===== src/rtl/cpu_pkg.sv =====
// Shared types and default sizes for the CPU run-control slice.
package cpu_pkg;

  localparam int unsigned PC_W_DEF       = 10;
  localparam int unsigned OFF_W_DEF      = 8;
  localparam int unsigned START_ADDR_DEF = 0;
  localparam int unsigned CNT_W_DEF      = 16;
  localparam int unsigned MAX_CYCLES_DEF = 32'h0000_FFFF;

  // Launch handshake state
  typedef enum logic [1:0] {
    IDLE = 2'd0,
    LOAD = 2'd1,
    RUN  = 2'd2,
    DONE = 2'd3
  } run_state_t;

  // Next-PC source select
  typedef enum logic [1:0] {
    PC_HOLD   = 2'd0,
    PC_LOAD   = 2'd1,
    PC_INC    = 2'd2,
    PC_BRANCH = 2'd3
  } pc_sel_t;

endpackage


===== src/rtl/run_ctrl_pc_next.sv =====
// Combinational next-PC: hold, load start address, increment or signed relative branch.
module pc_next
  import cpu_pkg::*;
#(
  parameter int unsigned PC_W       = PC_W_DEF,
  parameter int unsigned OFF_W      = OFF_W_DEF,
  parameter int unsigned START_ADDR = START_ADDR_DEF
) (
  input  logic [PC_W-1:0]  i_pc,
  input  pc_sel_t          i_sel,
  input  logic [OFF_W-1:0] i_off,
  output logic [PC_W-1:0]  o_pc_next_c
);

  logic [PC_W-1:0] w_off_ext;

  // Sign-extend the branch offset to PC width; the add wraps modulo 2^PC_W
  assign w_off_ext = PC_W'($signed(i_off));

  // Select the next PC value
  always_comb begin
    o_pc_next_c = i_pc;
    unique case (i_sel)
      PC_HOLD:   o_pc_next_c = i_pc;
      PC_LOAD:   o_pc_next_c = PC_W'(START_ADDR);
      PC_INC:    o_pc_next_c = i_pc + PC_W'(1);
      PC_BRANCH: o_pc_next_c = i_pc + w_off_ext;
      default:   o_pc_next_c = i_pc;
    endcase
  end

endmodule


===== src/rtl/run_ctrl.sv =====
// Start/Ack program-launch responder: load phase, PC sequencing, cycle count and watchdog.
module run_ctrl
  import cpu_pkg::*;
#(
  parameter int unsigned PC_W       = PC_W_DEF,
  parameter int unsigned OFF_W      = OFF_W_DEF,
  parameter int unsigned START_ADDR = START_ADDR_DEF,
  parameter int unsigned CNT_W      = CNT_W_DEF,
  parameter int unsigned MAX_CYCLES = MAX_CYCLES_DEF
) (
  input  logic             Clk,
  input  logic             Reset,
  input  logic             Start,
  input  logic             Halt,
  input  logic             BranchEn,
  input  logic [OFF_W-1:0] BranchOff,
  output logic             Ack,
  output logic             RunEn,
  output logic [PC_W-1:0]  PC,
  output logic [CNT_W-1:0] CycleCount,
  output logic             Timeout
);

  run_state_t       r_state;
  logic [PC_W-1:0]  r_pc;
  logic [CNT_W-1:0] r_cnt;
  logic             r_ack;
  logic             r_timeout;

  pc_sel_t          w_pc_sel;
  logic [PC_W-1:0]  w_pc_next;
  logic [CNT_W-1:0] w_cnt_inc;
  logic             w_wd_hit;

  // Saturating count for this RUN cycle and the watchdog compare on it
  assign w_cnt_inc = (r_cnt == '1) ? r_cnt : r_cnt + CNT_W'(1);
  assign w_wd_hit  = (MAX_CYCLES != 32'd0) && (w_cnt_inc == CNT_W'(MAX_CYCLES));

  // PC source: Start always reloads; only an uninterrupted RUN cycle advances
  always_comb begin
    w_pc_sel = PC_HOLD;
    if (Start) begin
      w_pc_sel = PC_LOAD;
    end else if ((r_state == RUN) && !Halt && !w_wd_hit) begin
      w_pc_sel = BranchEn ? PC_BRANCH : PC_INC;
    end
  end

  pc_next #(
    .PC_W       (PC_W),
    .OFF_W      (OFF_W),
    .START_ADDR (START_ADDR)
  ) u_pc_next (
    .i_pc        (r_pc),
    .i_sel       (w_pc_sel),
    .i_off       (BranchOff),
    .o_pc_next_c (w_pc_next)
  );

  // Handshake FSM with registered PC, counter, Ack and Timeout
  always_ff @(posedge Clk) begin
    if (!Reset) begin
      r_state   <= IDLE;
      r_pc      <= PC_W'(START_ADDR);
      r_cnt     <= '0;
      r_ack     <= 1'b0;
      r_timeout <= 1'b0;
    end else begin
      r_pc <= w_pc_next;
      if (Start) begin
        r_state   <= LOAD;
        r_cnt     <= '0;
        r_ack     <= 1'b0;
        r_timeout <= 1'b0;
      end else begin
        unique case (r_state)
          IDLE: r_state <= IDLE;
          LOAD: r_state <= RUN;
          RUN: begin
            r_cnt <= w_cnt_inc;
            if (Halt) begin
              r_state <= DONE;
              r_ack   <= 1'b1;
            end else if (w_wd_hit) begin
              r_state   <= DONE;
              r_ack     <= 1'b1;
              r_timeout <= 1'b1;
            end
          end
          DONE: r_state <= DONE;
          default: r_state <= IDLE;
        endcase
      end
    end
  end

  assign Ack        = r_ack;
  assign RunEn      = (r_state == RUN);
  assign PC         = r_pc;
  assign CycleCount = r_cnt;
  assign Timeout    = r_timeout;

endmodule


===== config.mk =====
export PLATFORM = sky130hd
export DESIGN_NAME = run_ctrl
export DESIGN_NICKNAME = d
export VERILOG_FILES = /design/src/rtl/cpu_pkg.sv /design/src/rtl/run_ctrl_pc_next.sv /design/src/rtl/run_ctrl.sv
export SDC_FILE = /design/constraint.sdc
export NUM_CORES = 1
export LEC_CHECK = 0
export BUFFER_PORTS_ARGS = -buffer_cell sky130_fd_sc_hd__buf_4
export CORE_MARGIN = 5
export CORE_UTILIZATION = 40
export DETAILED_ROUTE_END_ITERATION = 12
export PLACE_DENSITY_LB_ADDON = 0.25
export SLEW_MARGIN = 10
export SYNTH_ARGS = -nofsm -noshare
export SYNTH_HDL_FRONTEND = slang
export SYNTH_SLANG_ARGS = --single-unit

===== constraint.sdc =====
create_clock -name Clk -period 8.62 [get_ports Clk]
set_clock_uncertainty 0.1 [all_clocks]
set_input_delay 0.862 -clock Clk [delete_from_list [all_inputs] [get_ports Clk]]
set_output_delay 0.862 -clock Clk [all_outputs]
set_load 0.03 [all_outputs]

==> flow_metrics.py <==
metrics = {
    "sta": {
        "slew_viol_final": 0,
        "period_share_pct": 52.4,
        "final-hold-violation-count": 0,
        "final.setup.tns_ns": 0,
        "worst_pin_slew_ns": 0.822,
        "relSlewSlack_pct": 45.0,
        "grt_setup_unrepaired": "no",
        "finalSetupViolCount": 0,
        "finalCriticalPeriod_ns": 4.52,
        "fmax_mhz": 221,
        "whs_ns": 0.364,
        "fin_ws_ns": 4.10,
    },
    "finish": {
        "mostFrequentLayoutCells": "42 x buf_4, 34 x nand2_1, 32 x nor2_1, 30 x dfxtp_1, 12 x xor2_1",
        "diodes": 0,
        "layout_commonest_cell": "buf_4",
        "final_nets": 322,
        "area_delta_synth_final_pct": 20.1,
        "fin_util_pct": 50.0,
        "drive_gt1_share_pct": 20.1,
    },
    "setup_path": {
        "required_ns": 8.69,
        "r2r_cells": 15,
        "worstSetupStartpointType": "register",
        "cp-startpoint": "CycleCount[3]",
        "worstPathArrival_ns": 4.59,
        "crit_type": "reg -> reg",
        "r2r-start": "CycleCount[3]",
        "r2r-end": "PC[9]",
        "crit_fanout": 11,
        "r2r_slack_ns": 4.10,
        "crit_path_end_kind": "register",
    },
    "synth": {
        "synth-seq-area-share_pct": 27.9,
        "avgSynthCellArea_um2": 8.22,
        "syn-cell-area_um2": 2150,
        "synth_seq_cells": 30,
        "synth_top_area_cell": "dfxtp_1",
        "yosysTopAreaCellShare_pct": 27.9,
        "synth-main-ff-cell": "dfxtp_1",
        "ys_types": 54,
        "netlist_instances": 262,
        "ys_warn_count": 0,
        "ys_top_cells_by_area": "dfxtp_1 28%, nand2_1 5.9%, ha_1 5.8%, nor2_1 5.6%, xor2_1 4.9%",
        "synth-edff-count": 0,
        "synthArstFlopShare_pct": 0,
        "synth_nets": 286,
    },
    "flow_run": {
        "drv_cap": 0,
    },
    "placed_design": {
        "hpwl_um": 3860,
        "dp_slack_ns": 4.15,
        "io_buffer_count": 41,
        "globalplace.congestion": 0.928,
    },
    "routing": {
        "finalWirelength_um": 5140,
        "postRouteAntennaNets": 0,
        "drt_first_pass_iters": 4,
        "post_drt_wl_per_cell_um": 13.9,
        "vias": 1993,
        "vias_per_cell": 5.40,
        "drt_iter0_markers": 133,
        "drc": 0,
    },
    "global_route": {
        "grt_pass1_vias": 1937,
        "antenna_found_initial": 0,
        "grt_max_degree": 20,
        "grt_overflow": 0,
        "grtUsageTotal_pct": 15.5,
        "grt_pass1_wl_um": 8980,
    },
    "clock_tree": {
        "cts_root_buf": "clkbuf_8",
        "clk_latency_ns": 0.28,
        "cts_setup_buffers": 0,
        "clkTransAtPathRegs_ns": 0.07,
        "cts.sink_count": 30,
        "clk_path_buf_depth": 2,
        "cts_resized": 0,
        "cts_hold_buffers": 0,
        "numCtsBuffers": 5,
        "htreeDepth": 2,
        "cts_tree": "built",
    },
    "min_path": {
        "hold_path_class": "reg -> reg",
        "hold_depth": 2,
        "hold_start": "r_state[0]",
        "worst_hold_path.endpoint": "r_state[1]",
    },
    "floorplanning": {
        "die-area_um2": 6950,
        "ios": 42,
        "die_w_um": 83.4,
        "start_util_pct": 41.7,
        "core_area_um2": 5170,
        "die_y_um": 83.4,
        "rows": 26,
    },
    "pwr": {
        "leakagePower_nw": 1.07,
        "power.density_nw_per_um2": 106,
        "max-vdd-ir-drop_mv": 0.0468,
    },
    "status": {
        "status": "complete, no violations",
    },
}
==> cell type report <==
class	instances	area, um2
clock buffers	7	86.3
clock inverters	1	5.00
fillers	510	2580
inverters	10	37.5
multi-input cells	209	1460
flip-flops and latches	30	601
well taps	70	87.6
repair buffers	42	315
==> registers in the layout, indices dropped and copies added (netlist names) <==
signal,count
CycleCount,16
PC,10
Ack,1
Timeout,1
r_state,2
==> worst max-delay path, stage by stage, from the launching register on <==
cell and delay, ns:
dfxtp_1 0.61, nand4_1 0.26, or4_4 0.50, xor2_1 0.30, a21oi_2 0.14, o2111ai_4 0.31, o21ai_4 0.17, or4b_1 0.51
ha_1 0.23, a21oi_1 0.21, o2111ai_1 0.19, a31o_2 0.27, a21oi_1 0.18, xor2_1 0.16, o211ai_1 0.12, mux2i_1 0.15
==> cell families (layout without fill, tap and decap cells) <==
family / Yosys count / in the layout / share of synthesized area, %
compound gates: 46 / 46 / 16.3
buf+inv: 23 / 60 / 4.59
xor+xnor: 21 / 21 / 8.54
fa+ha+maj: 11 / 11 / 6.74
flops: 30 / 30 / 27.9
mux: 10 / 10 / 4.65
simple gates: 121 / 121 / 31.3
==> stage by stage <==
step | instance area, um2 | instances | total power, W
2_1_floorplan | 2150 | 262 | 0.000152
3_3_place_gp | 2500 | 361 | 0.000160
3_5_place_dp | 2500 | 361 | 0.000160
4_1_cts | 2590 | 369 | 0.000279
5_1_grt | 2590 | 369 | 0.000288
6_report | 2590 | 369 | 0.000274
==> cells in the mapped netlist (5+ instances only) <==
master    instances
ha_1             10
a21oi_1           9
and4b_1           7
xor2_1           12
nor2_1           32
o21ai_0           5
xnor2_1           9
nand2_1          34
nor3_1            5
dfxtp_1          30
mux2i_1          10
nand3_1          10
inv_1            10
clkbuf_1          8
==> power by group <==
group / switching [W] / internal [W]
Combinational: 0.00000935 / 0.00000730
Clock: 0.0000534 / 0.0000643
Sequential: 0.000000582 / 0.000139
Total: 0.0000633 / 0.000211
==> layer usage <==
layer | global-route usage [%] | share of wire, % | vias to the layer above | wire length [um]
met4 | 5.20 | 1.7 | 0 | 85
met5 | 0 | 0 | - | 0
met3 | 4.26 | 5.6 | 9 | 289
met2 | 24.1 | 45 | 61 | 2310
met1 | 20.6 | 48 | 913 | 2450
li1 | - | - | 1010 | -
==> worst max path at each step <==
stage / endpoint / cells after the start / slack [ns]
finish: PC[9] / 15 / 4.10
detailed placement: PC[8] / 17 / 4.15
floorplan: PC[9] / 16 / 4.39
global route: PC[8] / 17 / 3.79
global placement: PC[8] / 17 / 4.21
CTS: PC[8] / 17 / 4.13
(Power assumes the default switching activity.)
